## config.mk

```make
export PLATFORM = sky130hd
export DESIGN_NAME = store_check_monitor_flat
export DESIGN_NICKNAME = d
export VERILOG_FILES = /design/src/rtl/store_check_pkg.sv /design/src/rtl/store_check_monitor_if.sv /design/src/rtl/store_check_monitor_check_table.sv /design/src/rtl/store_check_monitor.sv /design/src/flat_wrapper.sv
export SDC_FILE = /design/constraint.sdc
export NUM_CORES = 1
export LEC_CHECK = 0
export BUFFER_PORTS_ARGS = -buffer_cell sky130_fd_sc_hd__buf_2
export CAP_MARGIN = 20
export CORE_MARGIN = 3
export CORE_UTILIZATION = 52
export CTS_CLUSTER_DIAMETER = 100
export CTS_CLUSTER_SIZE = 28
export DETAILED_ROUTE_END_ITERATION = 12
export GPL_TIMING_DRIVEN = 0
export PLACE_DENSITY = 0.74
export SKIP_LAST_GASP = 1
export SYNTH_ARGS = -nofsm -noshare
export SYNTH_HDL_FRONTEND = slang
export SYNTH_SLANG_ARGS = --single-unit
```

## constraint.sdc

```tcl
create_clock -name clk -period 7.1 [get_ports clk]
set_clock_uncertainty 0.2 [all_clocks]
set_input_delay 0.71 -clock clk [delete_from_list [all_inputs] [get_ports clk]]
set_output_delay 0.71 -clock clk [all_outputs]
set_load 0.01 [all_outputs]
```

## src/rtl/store_check_pkg.sv

```systemverilog
// Shared types and constants for the store check monitor.
package store_check_pkg;

  typedef enum logic [1:0] {
    IDLE = 2'd0,
    RUN  = 2'd1,
    PASS = 2'd2,
    FAIL = 2'd3
  } state_t;

  localparam int unsigned IGN_CNT_W = 16;

endpackage

```

## src/rtl/store_check_monitor_if.sv

```systemverilog
// Store snoop, table configuration, control and status bundle of the monitor.
interface store_check_monitor_if
  import store_check_pkg::*;
#(
  parameter int unsigned ADDR_W    = 32,
  parameter int unsigned DATA_W    = 32,
  parameter int unsigned DEPTH     = 8,
  parameter int unsigned TIMEOUT_W = 16
);
  localparam int unsigned IDX_W = (DEPTH > 1) ? $clog2(DEPTH) : 1;

  logic                 MemWrite;
  logic [ADDR_W-1:0]    DataAdr;
  logic [DATA_W-1:0]    WriteData;
  logic                 cfg_we;
  logic [IDX_W-1:0]     cfg_idx;
  logic [ADDR_W-1:0]    cfg_addr;
  logic [DATA_W-1:0]    cfg_data;
  logic [IDX_W:0]       num_checks;
  logic                 ign_en;
  logic [ADDR_W-1:0]    ign_addr;
  logic [TIMEOUT_W-1:0] timeout;
  logic                 start;
  logic                 busy;
  logic                 pass;
  logic                 fail;
  logic                 fail_timeout;
  logic [IDX_W-1:0]     fail_idx;
  logic [ADDR_W-1:0]    bad_addr;
  logic [DATA_W-1:0]    bad_data;
  logic [IDX_W:0]       match_cnt;
  logic [IGN_CNT_W-1:0] ign_cnt;

  modport master (
    output MemWrite, DataAdr, WriteData, cfg_we, cfg_idx, cfg_addr, cfg_data,
           num_checks, ign_en, ign_addr, timeout, start,
    input  busy, pass, fail, fail_timeout, fail_idx, bad_addr, bad_data,
           match_cnt, ign_cnt
  );

  modport slave (
    input  MemWrite, DataAdr, WriteData, cfg_we, cfg_idx, cfg_addr, cfg_data,
           num_checks, ign_en, ign_addr, timeout, start,
    output busy, pass, fail, fail_timeout, fail_idx, bad_addr, bad_data,
           match_cnt, ign_cnt
  );

endinterface

```

## src/rtl/store_check_monitor_check_table.sv

```systemverilog
// Expected (address, data) table: one synchronous write port, one combinational read port.
module check_table #(
  parameter int unsigned ADDR_W = 32,
  parameter int unsigned DATA_W = 32,
  parameter int unsigned DEPTH  = 8,
  parameter int unsigned IDX_W  = 3
) (
  input  logic              clk,
  input  logic              we,
  input  logic [IDX_W-1:0]  widx,
  input  logic [ADDR_W-1:0] waddr,
  input  logic [DATA_W-1:0] wdata,
  input  logic [IDX_W-1:0]  ridx,
  output logic [ADDR_W-1:0] raddr,
  output logic [DATA_W-1:0] rdata
);

  logic [ADDR_W-1:0] mem_addr [DEPTH];
  logic [DATA_W-1:0] mem_data [DEPTH];

  // Contents deliberately survive reset so a table can be reused across runs.
  always_ff @(posedge clk) begin
    if (we && (32'(widx) < DEPTH)) begin
      mem_addr[widx] <= waddr;
      mem_data[widx] <= wdata;
    end
  end

  always_comb begin
    raddr = '0;
    rdata = '0;
    if (32'(ridx) < DEPTH) begin
      raddr = mem_addr[ridx];
      rdata = mem_data[ridx];
    end
  end

endmodule

```

## src/rtl/store_check_monitor.sv

```systemverilog
// In-order store checker for the core's data-memory port with ignore address and timeout.
module store_check_monitor
  import store_check_pkg::*;
#(
  parameter int unsigned ADDR_W    = 32,
  parameter int unsigned DATA_W    = 32,
  parameter int unsigned DEPTH     = 8,
  parameter int unsigned TIMEOUT_W = 16
) (
  input logic clk,
  input logic reset,
  store_check_monitor_if.slave bus
);

  localparam int unsigned IDX_W = (DEPTH > 1) ? $clog2(DEPTH) : 1;
  localparam logic [IDX_W:0]       DEPTH_V = (IDX_W+1)'(DEPTH);
  localparam logic [IDX_W:0]       ONE_M   = (IDX_W+1)'(1);
  localparam logic [TIMEOUT_W-1:0] ONE_T   = TIMEOUT_W'(1);
  localparam logic [IGN_CNT_W-1:0] ONE_I   = IGN_CNT_W'(1);

  state_t               state;
  logic [IDX_W:0]       num_q;
  logic                 ign_en_q;
  logic [ADDR_W-1:0]    ign_addr_q;
  logic [TIMEOUT_W-1:0] timeout_q;
  logic [TIMEOUT_W-1:0] cyc_cnt;

  logic [IDX_W-1:0]     ptr_c;
  logic [ADDR_W-1:0]    exp_addr_c;
  logic [DATA_W-1:0]    exp_data_c;
  logic                 hit_c;
  logic                 ign_c;
  logic                 num_ok_c;
  logic [TIMEOUT_W-1:0] cyc_nxt_c;
  logic                 tmo_c;

  // The pointer always equals the number of entries matched so far.
  assign ptr_c = bus.match_cnt[IDX_W-1:0];

  check_table #(
    .ADDR_W (ADDR_W),
    .DATA_W (DATA_W),
    .DEPTH  (DEPTH),
    .IDX_W  (IDX_W)
  ) u_table (
    .clk   (clk),
    .we    (bus.cfg_we && (state == IDLE)),
    .widx  (bus.cfg_idx),
    .waddr (bus.cfg_addr),
    .wdata (bus.cfg_data),
    .ridx  (ptr_c),
    .raddr (exp_addr_c),
    .rdata (exp_data_c)
  );

  assign hit_c     = bus.MemWrite && (bus.DataAdr == exp_addr_c) && (bus.WriteData == exp_data_c);
  assign ign_c     = bus.MemWrite && ign_en_q && (bus.DataAdr == ign_addr_q);
  assign num_ok_c  = (bus.num_checks != '0) && (bus.num_checks <= DEPTH_V);
  assign cyc_nxt_c = cyc_cnt + ONE_T;
  assign tmo_c     = (timeout_q != '0) && (cyc_nxt_c == timeout_q);

  always_ff @(posedge clk) begin
    if (reset) begin
      state            <= IDLE;
      num_q            <= '0;
      ign_en_q         <= 1'b0;
      ign_addr_q       <= '0;
      timeout_q        <= '0;
      cyc_cnt          <= '0;
      bus.busy         <= 1'b0;
      bus.pass         <= 1'b0;
      bus.fail         <= 1'b0;
      bus.fail_timeout <= 1'b0;
      bus.fail_idx     <= '0;
      bus.bad_addr     <= '0;
      bus.bad_data     <= '0;
      bus.match_cnt    <= '0;
      bus.ign_cnt      <= '0;
    end else begin
      unique case (state)
        IDLE, PASS, FAIL: begin
          // Arming clears all diagnostics; a bad entry count fails immediately.
          if (bus.start) begin
            num_q            <= bus.num_checks;
            ign_en_q         <= bus.ign_en;
            ign_addr_q       <= bus.ign_addr;
            timeout_q        <= bus.timeout;
            cyc_cnt          <= '0;
            bus.pass         <= 1'b0;
            bus.fail_timeout <= 1'b0;
            bus.fail_idx     <= '0;
            bus.bad_addr     <= '0;
            bus.bad_data     <= '0;
            bus.match_cnt    <= '0;
            bus.ign_cnt      <= '0;
            if (num_ok_c) begin
              state    <= RUN;
              bus.busy <= 1'b1;
              bus.fail <= 1'b0;
            end else begin
              state    <= FAIL;
              bus.busy <= 1'b0;
              bus.fail <= 1'b1;
            end
          end
        end
        RUN: begin
          cyc_cnt <= cyc_nxt_c;
          if (hit_c) begin
            bus.match_cnt <= bus.match_cnt + ONE_M;
            if (bus.match_cnt == (num_q - ONE_M)) begin
              state    <= PASS;
              bus.busy <= 1'b0;
              bus.pass <= 1'b1;
            end
          end else if (bus.MemWrite && !ign_c) begin
            state        <= FAIL;
            bus.busy     <= 1'b0;
            bus.fail     <= 1'b1;
            bus.fail_idx <= ptr_c;
            bus.bad_addr <= bus.DataAdr;
            bus.bad_data <= bus.WriteData;
          end else begin
            // Ignored stores are not deciding, so the timeout can still fire.
            if (ign_c && (bus.ign_cnt != '1)) begin
              bus.ign_cnt <= bus.ign_cnt + ONE_I;
            end
            if (tmo_c) begin
              state            <= FAIL;
              bus.busy         <= 1'b0;
              bus.fail         <= 1'b1;
              bus.fail_timeout <= 1'b1;
              bus.fail_idx     <= ptr_c;
            end
          end
        end
      endcase
    end
  end

endmodule

```

## src/flat_wrapper.sv

```systemverilog
// flat-port wrapper written by rule: the top's interface ports become plain ports
module store_check_monitor_flat import store_check_pkg::*;
#(
  parameter int unsigned ADDR_W    = 32,
  parameter int unsigned DATA_W    = 32,
  parameter int unsigned DEPTH     = 8,
  parameter int unsigned TIMEOUT_W = 16
)
  (clk, reset, bus_MemWrite, bus_DataAdr, bus_WriteData, bus_cfg_we, bus_cfg_idx, bus_cfg_addr, bus_cfg_data, bus_num_checks, bus_ign_en, bus_ign_addr, bus_timeout, bus_start, bus_busy, bus_pass, bus_fail, bus_fail_timeout, bus_fail_idx, bus_bad_addr, bus_bad_data, bus_match_cnt, bus_ign_cnt);
  store_check_monitor_if #(.ADDR_W(ADDR_W), .DATA_W(DATA_W), .DEPTH(DEPTH), .TIMEOUT_W(TIMEOUT_W)) bus_i ();
  input logic clk;
  input logic reset;
  input wire logic [$bits(bus_i.MemWrite)-1:0] bus_MemWrite;
  input wire logic [$bits(bus_i.DataAdr)-1:0] bus_DataAdr;
  input wire logic [$bits(bus_i.WriteData)-1:0] bus_WriteData;
  input wire logic [$bits(bus_i.cfg_we)-1:0] bus_cfg_we;
  input wire logic [$bits(bus_i.cfg_idx)-1:0] bus_cfg_idx;
  input wire logic [$bits(bus_i.cfg_addr)-1:0] bus_cfg_addr;
  input wire logic [$bits(bus_i.cfg_data)-1:0] bus_cfg_data;
  input wire logic [$bits(bus_i.num_checks)-1:0] bus_num_checks;
  input wire logic [$bits(bus_i.ign_en)-1:0] bus_ign_en;
  input wire logic [$bits(bus_i.ign_addr)-1:0] bus_ign_addr;
  input wire logic [$bits(bus_i.timeout)-1:0] bus_timeout;
  input wire logic [$bits(bus_i.start)-1:0] bus_start;
  output wire logic [$bits(bus_i.busy)-1:0] bus_busy;
  output wire logic [$bits(bus_i.pass)-1:0] bus_pass;
  output wire logic [$bits(bus_i.fail)-1:0] bus_fail;
  output wire logic [$bits(bus_i.fail_timeout)-1:0] bus_fail_timeout;
  output wire logic [$bits(bus_i.fail_idx)-1:0] bus_fail_idx;
  output wire logic [$bits(bus_i.bad_addr)-1:0] bus_bad_addr;
  output wire logic [$bits(bus_i.bad_data)-1:0] bus_bad_data;
  output wire logic [$bits(bus_i.match_cnt)-1:0] bus_match_cnt;
  output wire logic [$bits(bus_i.ign_cnt)-1:0] bus_ign_cnt;
  assign bus_i.MemWrite = bus_MemWrite;
  assign bus_i.DataAdr = bus_DataAdr;
  assign bus_i.WriteData = bus_WriteData;
  assign bus_i.cfg_we = bus_cfg_we;
  assign bus_i.cfg_idx = bus_cfg_idx;
  assign bus_i.cfg_addr = bus_cfg_addr;
  assign bus_i.cfg_data = bus_cfg_data;
  assign bus_i.num_checks = bus_num_checks;
  assign bus_i.ign_en = bus_ign_en;
  assign bus_i.ign_addr = bus_ign_addr;
  assign bus_i.timeout = bus_timeout;
  assign bus_i.start = bus_start;
  assign bus_busy = bus_i.busy;
  assign bus_pass = bus_i.pass;
  assign bus_fail = bus_i.fail;
  assign bus_fail_timeout = bus_i.fail_timeout;
  assign bus_fail_idx = bus_i.fail_idx;
  assign bus_bad_addr = bus_i.bad_addr;
  assign bus_bad_data = bus_i.bad_data;
  assign bus_match_cnt = bus_i.match_cnt;
  assign bus_ign_cnt = bus_i.ign_cnt;
  store_check_monitor #(.ADDR_W(ADDR_W), .DATA_W(DATA_W), .DEPTH(DEPTH), .TIMEOUT_W(TIMEOUT_W)) u_core (.clk(clk), .reset(reset), .bus(bus_i));
endmodule
```

==> qor.csv <==
stage,metric,value,unit
critical_path,crit_arrival,6.29,ns
finish,fillCellCount,3954,
routing,dr.pass1.iters,5,
floorplan,die_y,236.3,um
clocking,cts_tree,done,
floorplan,fp-row-count,83,
sta,worstMarginPinSlew,1.042,ns
floorplan,initial_core_util,53.13,%
critical_path,cp_data_required_time,7.36,ns
sta,final_hold_viol_count,0,
worst_hold_path,holdPathStages,3,
finish,fin_nets,2402,
finish,layout-drive-gt1-share,22.55,%
routing,wl_per_cell,27.59,um
global_routing,grt_max_degree,30,
routing,first_iter_violations,2270,
finish,final_cell_area,31250,um^2
critical_path,path_max_fanout,10,
sta,fin_ws,1.070,ns
placement,place_ws,1.104,ns
clocking,clk_pin_slew,0.12,ns
routing,via_per_inst,6.156,
yosys,synth_top_area_share,55.73,%
critical_path,r2r_end,u_core.bus.bad_data[15]$_SDFFE_PP0P_,
floorplan,fp.dieW,236.3,um
power,ir_drop,0.1544,mV
yosys,ys.flop_type,edfxtp_1,
yosys,syn_avg_cell_area,14.75,um^2
critical_path,cpMaxStageDelayCell,nor4_4,
power,p_leak,10.40,nW
worst_hold_path,hp-start,bus_ign_addr[9],
yosys,yosys.area.top_type,edfxtp_1,
placement,portBuffers,279,
critical_path,crit_chain,clkbuf_1 -> buf_2 -> buf_1 -> buf_2 -> mux4_2 -> mux2i_1 -> xor2_1 -> nand4_1 -> nor3_1 -> nand4_1 -> nor4_4 -> a211oi_1 -> clkbuf_1 -> buf_2 -> nand3_1 -> a21oi_1,
yosys,yosysMostFrequentCell,edfxtp_1,
global_routing,track_usage,28.31,%
sta,slew_headroom,30.52,%
clocking,cts-root-buf,clkbuf_16,
critical_path,reg2reg_setup_slack,1.07,ns
placement,place_inst,2859,
routing,ant_nets,0,
clocking,clock_latency,0.63,ns
power,power_density,220.3,nW/um^2
yosys,synthDistinctLibCells,56,
yosys,seq_area_frac_synth,67.70,%
yosys,synth_edf_count,512,
routing,vias,17970,
worst_hold_path,min_path_type,input port to flop,
critical_path,critPathLaunchType,flop,
clocking,cts.sinks,677,
finish,multiInputGateArea,8397,um^2
sta,max_freq,165.8,MHz
clocking,cts_made_buffers,28,
placement,placed_cell_area,30370,um^2
clocking,cts_buffer_depth,3,
finish,regArea,18680,um^2
placement,dp_hpwl,58670,um
yosys,synth_common_cells,"512 x edfxtp_1, 165 x dfxtp_1, 161 x nand2_1",
yosys,syn_nets,2063,
run,cap_violations,0,
clocking,ctsHoldBuffers,0,
sta,tns,0,ns
finish,stdcell_count,2919,
sta,min_period,6.030,ns
yosys,synthArstFlopShare,0,%
clocking,cts.htree.levels,1,
routing,drc,0,
yosys,mappedNetlistArea,27590,um^2
critical_path,cp-end-kind,flop,
yosys,synth_area_leaders,"edfxtp_1 56%, dfxtp_1 12%, mux4_2 7.5%",
floorplan,ios,280,
floorplan,core-area,51920,um^2
clocking,cts_resized,0,
yosys,ys_ff_latch,677,
sta,post-route-period-util,84.93,%
clocking,postCtsSetupBuffers,0,
sta,setup_viol,0,
global_routing,grt_pass1_vias,17580,
routing,routed_wl,80530,um
floorplan,die-area,55860,um^2
placement,gp_congestion,0.9525,
sta,grt_setup_unrepaired,no,
finish,final_core_util,60.18,%
global_routing,grt_pass1_wl,116900,um
finish,syn_to_final_growth,13.27,%
global_routing,overflow,0,
worst_hold_path,hold_end,u_core.ign_addr_q[9]$_SDFFE_PP0P_,
critical_path,slowest_delay,0.73,ns
critical_path,worst-r2r-cell-count,16,
yosys,syn_inst,1870,
yosys,ys_warn_count,0,
critical_path,cp_common_cell,buf_2,
sta,drv_slew,0,
global_routing,grt_antenna_before_repair,16,
run_status,status,finished clean,
critical_path,worst-setup-path-type,flop to flop,
==> kinds of logic after synthesis <==
group | count (synthesis) | share of synthesized area (%)
compound gates | 233 | 5.007
xor+xnor | 127 | 4.082
fa+ha+maj | 4 | 0.1814
mux | 211 | 11.84
buf+inv | 116 | 2.064
flops | 677 | 67.70
simple gates | 502 | 9.125
==> metrics by stage <==
stage	hold WS, ns	power, W
after floorplan	0.2366	0.004672
after global placement	0.2452	0.004926
after detailed placement	0.2517	0.004948
after CTS	0.1076	0.006887
after global routing	0.1285	0.007054
final	0.1275	0.006885
==> metal layers <==
| metal | track usage [%] | routed length [um] | vias up |
|---|---|---|---|
| li1 | - | - | 7756 |
| met1 | 38.05 | 30880 | 9007 |
| met2 | 45.70 | 38070 | 1012 |
| met3 | 6.676 | 8449 | 178 |
| met4 | 9.657 | 3022 | 16 |
| met5 | 0 | 110 | - |
==> cell type report <==
cell class | count | area share (%)
Clock buffer | 48 | 2.619
Tap cell | 680 | 2.723
Timing Repair Buffer | 309 | 5.990
Multi-Input combinational cell | 1077 | 26.87
Antenna cell | 8 | 0.06406
Sequential cell | 677 | 59.77
Clock inverter | 4 | 0.1401
Buffer | 108 | 1.726
Inverter | 8 | 0.09610
==> power breakdown <==
| group | total, W | leakage, nW | switching, W | internal (W) |
|---|---|---|---|---|
| Combinational | 0.000507 | 4.02 | 0.000342 | 0.000165 |
| Clock | 0.00202 | 0.417 | 0.00119 | 0.000821 |
| Sequential | 0.00436 | 5.97 | 0.0000355 | 0.00433 |
==> flip-flops by register name, summed over array words and instances, names as in the netlist, named ones only <==
signal / cells
u_core.ign_en_q: 1
u_core.bus.match_cnt: 4
u_core.num_q: 4
u_core.u_table.mem_data: 256
u_core.bus.ign_cnt: 16
u_core.bus.bad_addr: 32
u_core.state: 2
u_core.bus.pass: 1
u_core.bus.fail_timeout: 1
u_core.bus.bad_data: 32
u_core.timeout_q: 16
u_core.cyc_cnt: 16
u_core.u_table.mem_addr: 256
u_core.bus.fail: 1
u_core.ign_addr_q: 32
u_core.bus.busy: 1
u_core.bus.fail_idx: 3
==> worst max path at each step <==
stage	slack, ns	start	to
after floorplan	1.06	bus_cfg_idx[0]	u_core.u_table.mem_addr[0][0]$_DFFE_PP_
after global placement	-3.79	bus_cfg_idx[0]	u_core.u_table.mem_addr[0][14]$_DFFE_PP_
after detailed placement	1.10	flop	u_core.bus.bad_data[15]$_SDFFE_PP0P_
after CTS	1.06	flop	u_core.bus.bad_data[15]$_SDFFE_PP0P_
after global routing	0.85	flop	u_core.bus.bad_data[15]$_SDFFE_PP0P_
final	1.07	flop	u_core.bus.bad_data[15]$_SDFFE_PP0P_
==> cell usage in the layout (no fill, tap or decap), types with 11 or more instances in the layout <==
cell type / synthesis / layout
xor2_1: 68 / 68
xnor2_1: 58 / 58
nand3_1: 88 / 88
nor4_1: 12 / 12
buf_6: 9 / 23
nor2_1: 61 / 55
a22oi_1: 13 / 13
mux2i_1: 116 / 116
clkbuf_16: 0 / 30
nand4_1: 23 / 23
a31oi_1: 11 / 11
clkbuf_1: 48 / 66
dfxtp_1: 165 / 165
o21ai_0: 14 / 14
nand2b_1: 73 / 73
nor3_1: 20 / 18
buf_2: 35 / 314
buf_12: 0 / 12
a21oi_1: 144 / 144
a221oi_1: 13 / 13
edfxtp_1: 512 / 512
nand2_1: 161 / 161
a22o_1: 14 / 14
mux4_2: 92 / 92
==> critical path, delay by kind of cell, from the launching register on <==
kind / cells / cell delay [ns]
flops: 1 / 0.40
compound gates: 2 / 0.28
simple gates: 5 / 1.77
xor+xnor: 1 / 0.23
buf+inv: 6 / 2.42
mux: 2 / 0.54
Power figures use the tool's default switching activity.
